**src/rtl/eaglesong_digest_driver.sv**
```systemverilog
`default_nettype none
// ============================================================================
//  Module      : eaglesong_digest_driver
//  Description : Collects a byte-stream message (1..32 bytes), starts an
//                Eaglesong digest engine, waits for its result and presents
//                the digest on a valid/ready output with an error flag.
//                Optional feature macro: EAGLESONG_DRIVER_TIMEOUT_EN
//                (enables a WAIT-state timeout of TIMEOUT_CYCLES cycles).
//  Revision    : 1.0 - initial release
// ============================================================================
module eaglesong_digest_driver #(
   parameter int START_HOLD     = 2,
   parameter int TIMEOUT_CYCLES = 120
) (
   input  logic         clk,
   input  logic         rst,
   input  logic [7:0]   s_byte,
   input  logic         s_valid,
   input  logic         s_last,
   output logic         s_ready,
   output logic [255:0] eng_input_val,
   output logic [6:0]   eng_input_length_bytes,
   output logic         eng_start_eval,
   input  logic [255:0] eng_output_val,
   input  logic         eng_eval_output_ready,
   output logic [255:0] m_digest,
   output logic         m_valid,
   input  logic         m_ready,
   output logic         m_error,
   output logic         busy
);

   typedef enum logic [1:0] {
      LOAD  = 2'd0,
      START = 2'd1,
      WAIT  = 2'd2,
      OUT   = 2'd3
   } state_t;

   localparam logic [3:0] C_HOLD_LAST = 4'(START_HOLD - 1);

   // Reject out-of-range configurations at elaboration time.
   if (START_HOLD < 1 || START_HOLD > 15 || TIMEOUT_CYCLES < 1 || TIMEOUT_CYCLES > 65535) begin : g_param_check
      $error("eaglesong_digest_driver: START_HOLD or TIMEOUT_CYCLES out of range");
   end

   state_t         state_q, state_d;
   logic [5:0]     count_q, count_d;     // bytes loaded so far, 0..32
   logic [255:0]   val_q,   val_d;
   logic [3:0]     hold_q,  hold_d;      // cycles spent in START
   logic [255:0]   digest_q, digest_d;
   logic           trunc_q, trunc_d;
   logic           tmo_q,   tmo_d;
`ifdef EAGLESONG_DRIVER_TIMEOUT_EN
   localparam logic [15:0] C_TMO_LAST = 16'(TIMEOUT_CYCLES - 1);
   logic [15:0]    wcnt_q,  wcnt_d;      // cycles spent in WAIT
`endif

   // State register: reset forces LOAD at any time.
   always_ff @(posedge clk or posedge rst) begin
      if (rst) state_q <= LOAD;
      else     state_q <= state_d;
   end

   // Datapath registers: message buffer, counters, digest and error flags.
   always_ff @(posedge clk or posedge rst) begin
      if (rst) begin
         count_q  <= '0;
         val_q    <= '0;
         hold_q   <= '0;
         digest_q <= '0;
         trunc_q  <= 1'b0;
         tmo_q    <= 1'b0;
`ifdef EAGLESONG_DRIVER_TIMEOUT_EN
         wcnt_q   <= '0;
`endif
      end else begin
         count_q  <= count_d;
         val_q    <= val_d;
         hold_q   <= hold_d;
         digest_q <= digest_d;
         trunc_q  <= trunc_d;
         tmo_q    <= tmo_d;
`ifdef EAGLESONG_DRIVER_TIMEOUT_EN
         wcnt_q   <= wcnt_d;
`endif
      end
   end

   // Next-state, datapath updates and state-decoded outputs.
   always_comb begin
      state_d        = state_q;
      count_d        = count_q;
      val_d          = val_q;
      hold_d         = hold_q;
      digest_d       = digest_q;
      trunc_d        = trunc_q;
      tmo_d          = tmo_q;
`ifdef EAGLESONG_DRIVER_TIMEOUT_EN
      wcnt_d         = wcnt_q;
`endif
      s_ready        = 1'b0;
      eng_start_eval = 1'b0;
      m_valid        = 1'b0;
      busy           = 1'b1;

      case (state_q)
         LOAD: begin
            s_ready = 1'b1;
            busy    = 1'b0;
            if (s_valid) begin
               val_d[{count_q[4:0], 3'b000} +: 8] = s_byte;
               count_d = count_q + 6'd1;
               // A full buffer ends the message even without s_last.
               if (s_last || count_q == 6'd31) begin
                  state_d = START;
                  hold_d  = '0;
                  if (!s_last) trunc_d = 1'b1;
               end
            end
         end
         START: begin
            eng_start_eval = 1'b1;
            hold_d         = hold_q + 4'd1;
            if (hold_q == C_HOLD_LAST) begin
               state_d = WAIT;
`ifdef EAGLESONG_DRIVER_TIMEOUT_EN
               wcnt_d  = '0;
`endif
            end
         end
         WAIT: begin
            if (eng_eval_output_ready) begin
               digest_d = eng_output_val;
               state_d  = OUT;
            end
`ifdef EAGLESONG_DRIVER_TIMEOUT_EN
            else begin
               wcnt_d = wcnt_q + 16'd1;
               if (wcnt_q == C_TMO_LAST) begin
                  digest_d = '0;
                  tmo_d    = 1'b1;
                  state_d  = OUT;
               end
            end
`endif
         end
         OUT: begin
            m_valid = 1'b1;
            if (m_ready) begin
               // Clearing here keeps unused upper lanes zero for the next message.
               state_d = LOAD;
               count_d = '0;
               val_d   = '0;
               trunc_d = 1'b0;
               tmo_d   = 1'b0;
            end
         end
         default: state_d = LOAD;
      endcase
   end

   assign eng_input_val          = val_q;
   assign eng_input_length_bytes = {1'b0, count_q};
   assign m_digest               = digest_q;
   assign m_error                = trunc_q | tmo_q;

endmodule
`default_nettype wire

```
**config.mk**
```make
export PLATFORM = sky130hd
export DESIGN_NAME = eaglesong_digest_driver
export DESIGN_NICKNAME = d
export VERILOG_FILES = /design/src/rtl/eaglesong_digest_driver.sv
export SDC_FILE = /design/constraint.sdc
export NUM_CORES = 1
export LEC_CHECK = 0
export CORE_AREA = 5 5 306 308
export CTS_CLUSTER_SIZE = 40
export DETAILED_ROUTE_END_ITERATION = 7
export DIE_AREA = 0 0 311 313
export SLEW_MARGIN = 10
export SYNTH_ARGS = -nofsm -noshare
export SYNTH_HDL_FRONTEND = slang
export SYNTH_SLANG_ARGS = --single-unit
```
**constraint.sdc**
```tcl
create_clock -name clk -period 49.6 [get_ports clk]
set_input_delay 4.96 -clock clk [delete_from_list [all_inputs] [get_ports clk]]
set_output_delay 4.96 -clock clk [all_outputs]
set_load 0.02 [all_outputs]
```
==> flow_metrics.tcl <==
set metrics [dict create \
    finalMaxSlewViolations 0 \
    fin_util_pct 35.1 \
    setup_viol 0 \
    grt_max_degree 156 \
    postCtsSetupRepairBufs 0 \
    status "completed" \
    fin_crit_sh_pct 16.0 \
    r2r_end "m_digest[213]" \
    rsz0062_at_grt "false" \
    synthCells 1539 \
    ctsHoldBuffers 0 \
    wirelength_mm 92.4 \
    dp.cells 3448 \
    pin_count 794 \
    cap_viol_max_count 0 \
    syn_to_final_growth_pct 53.5 \
    cts_root_buf "clkbuf_16" \
    synth_compound_area_share_pct 11.0 \
    num_rows 111 \
    route.detailed.drc 0 \
    min_to "eng_input_val[60]" \
    vias 16300 \
    viasPerCell 4.59 \
    synthAdderAreaFrac_pct 0.603 \
    ctsResizeCount 0 \
    synthSimpleGateAreaFrac_pct 7.36 \
    dp_slack_ps 40830 \
    die_area_mm2 0.0973 \
    chipWidth_um 311 \
    yosysWarnings 0 \
    synth_top_area_share_pct 63.3 \
    synth-edff-count 0 \
    synthXorXnorAreaFrac_pct 0.169 \
    drtAntennaViolNets 0 \
    skew_ps 26.9 \
    min_from "eng_input_val[60]" \
    relSlewSlack_pct 22.6 \
    power.net_switching_w 0.000752 \
    arrival_ps 8620 \
    holdWs_ps 489 \
    rrSetupSlack_ps 45670 \
    synth_top_family_by_area "multiplexers" \
    path_max_fanout 102 \
    drt-initial-drc-count 1136 \
    setup_ws_ps 41650 \
    ys_dominant_reg_cell "dfrtp_1" \
    powerDensity_mw_per_mm2 61.2 \
    routabilityCongestion 0.841 \
    clockBufferDepth 3 \
    tightest_slew_ps 1160 \
    fmax_mhz 126 \
    r2r_cells 6 \
    synth.distinct_cells 70 \
    syn-cell-area_mm2 0.0208 \
    synth_common_cells "dfrtp_1, mux2_2, nand2_1" \
    post-route-min-period_ps 7950 \
    stdcell_count 3563 \
    required_ps 50270 \
    yosysSeqAreaShare_pct 63.3 \
    clock_sinks 525 \
    r2r_start "state_q[0]" \
    dp_hpwl_mm 72.0 \
    antenna_found_initial 23 \
    min_path_cells 1 \
    startpoint_type "input pin" \
    tritoncts "yes" \
    grt_pass1_vias 16700 \
    async_flop_share_pct 100 \
    numCtsBuffers 59 \
    power.internal_w 0.00120 \
    clk_latency_ps 640 \
    drive_gt1_share_pct 16.7 \
    p_seq_share_pct 33.0 \
    synth-seq-cells 525 \
    port_buffers 792 \
    switching_share_pct 38.6 \
    core_area_mm2 0.0908 \
    initial_core_util_pct 22.9 \
    synth_mux_area_share_pct 15.5 \
    ir_worst_vdd_v 0.0000464 \
    hold_violations 0 \
    nets 2603 \
    grt_use_total_pct 18.0 \
    fin_setup_tns_ps 0 \
    comb_power_share_pct 44.6 \
    min_path_type "reg2reg" \
    wire_per_inst_um 25.9 \
    grt_pass1_wl_mm 129 \
    setup.worst_path.end_class "async pin" \
    power_frac_clock_pct 22.4 \
    syn-num-nets 1819 \
    htree_levels 2 \
    first_pass_iters 5 \
    yosysMostFrequentCell "dfrtp_1" \
    overflow 0 \
    synth_top_area_cell "dfrtp_1" \
    synth_area_leaders "dfrtp_1, mux2_2, a22o_1" \
    total_leakage_power_nw 13.2 \
    die_h_um 313 \
    crit_type "in2async" \
    synth_area_per_cell_um2 13.5 \
    clk_pin_slew_worst_paths_ps 60 \
]
## how the worst max path moves through the flow
stage	slack (ps)	from	end
2_1_floorplan	29970	rst	count_q[0]
3_3_place_gp	40800	rst	m_digest[151]
3_5_place_dp	40830	rst	m_digest[149]
4_1_cts	41540	rst	m_digest[236]
5_1_grt	41140	rst	m_digest[110]
6_report	41650	rst	m_digest[236]
## cell type report
| cell class | count | area, um^2 |
|---|---|---|
| clock inverter | 17 | 184 |
| sequential | 525 | 13100 |
| fill | 9001 | 59000 |
| tap | 1186 | 1480 |
| antenna | 9 | 22.5 |
| timing repair buffer | 806 | 8050 |
| clock buffer | 89 | 1730 |
| multi-input combinational | 921 | 7210 |
| inverter | 10 | 45.0 |
## critical path, cell delays in order
cell,delay [ps]
clkdlybuf4s50_1,490
inv_8,570
buf_4,830
buf_4,830
buf_4,770
## state kept, by name, summed over array words and instances, names as in the netlist
signal         count
m_digest         256
count_q            6
trunc_q            1
eng_input_val    256
hold_q             4
state_q            2
## per-layer routing
metal  routed length [um]  up-vias  GRT usage, %
met2                46600      697          31.9
met4                 2380       22          4.92
li1                     -     7203             -
met3                 7860      125          6.06
met1                35300     8294          21.0
met5                  148        -             0
## stage by stage
stage	power, W	area [um^2]
after floorplan	0.00108	20800
after global routing	0.00203	31800
after global placement	0.00152	29900
after detailed placement	0.00153	29900
final	0.00195	31900
after CTS	0.00197	31800
## cell families after synthesis
group / Yosys count
DFF: 525
and+or+nand+nor: 320
AOI/OAI and AO/OA: 297
muxes: 289
buffers and inverters: 93
adders and majority gates: 10
xor gates and xnor gates: 4
other: 1
## placed cells by master (no fill, tap or decap), drive strengths merged, types with 30 or more instances in the layout
cell and n:
a22o 72, clkbuf 89, clkdlybuf4s50 792, dfrtp 525, mux2 259, mux2i 30
nand2 143, nand3 56, nor2 44, o21ai 72, o2bb2ai 67
## power groups by stage
| stage | Sequential (W) | Clock [W] | Combinational, W |
|---|---|---|---|
| finish | 0.000643 | 0.000437 | 0.000868 |
| global placement | 0.000645 | 0 | 0.000876 |
| global route | 0.000659 | 0.000465 | 0.000909 |
| CTS | 0.000643 | 0.000449 | 0.000882 |
| detailed placement | 0.000649 | 0 | 0.000879 |
| floorplan | 0.000784 | 0 | 0.000292 |
Note: power is estimated with default switching activity, not from simulation.
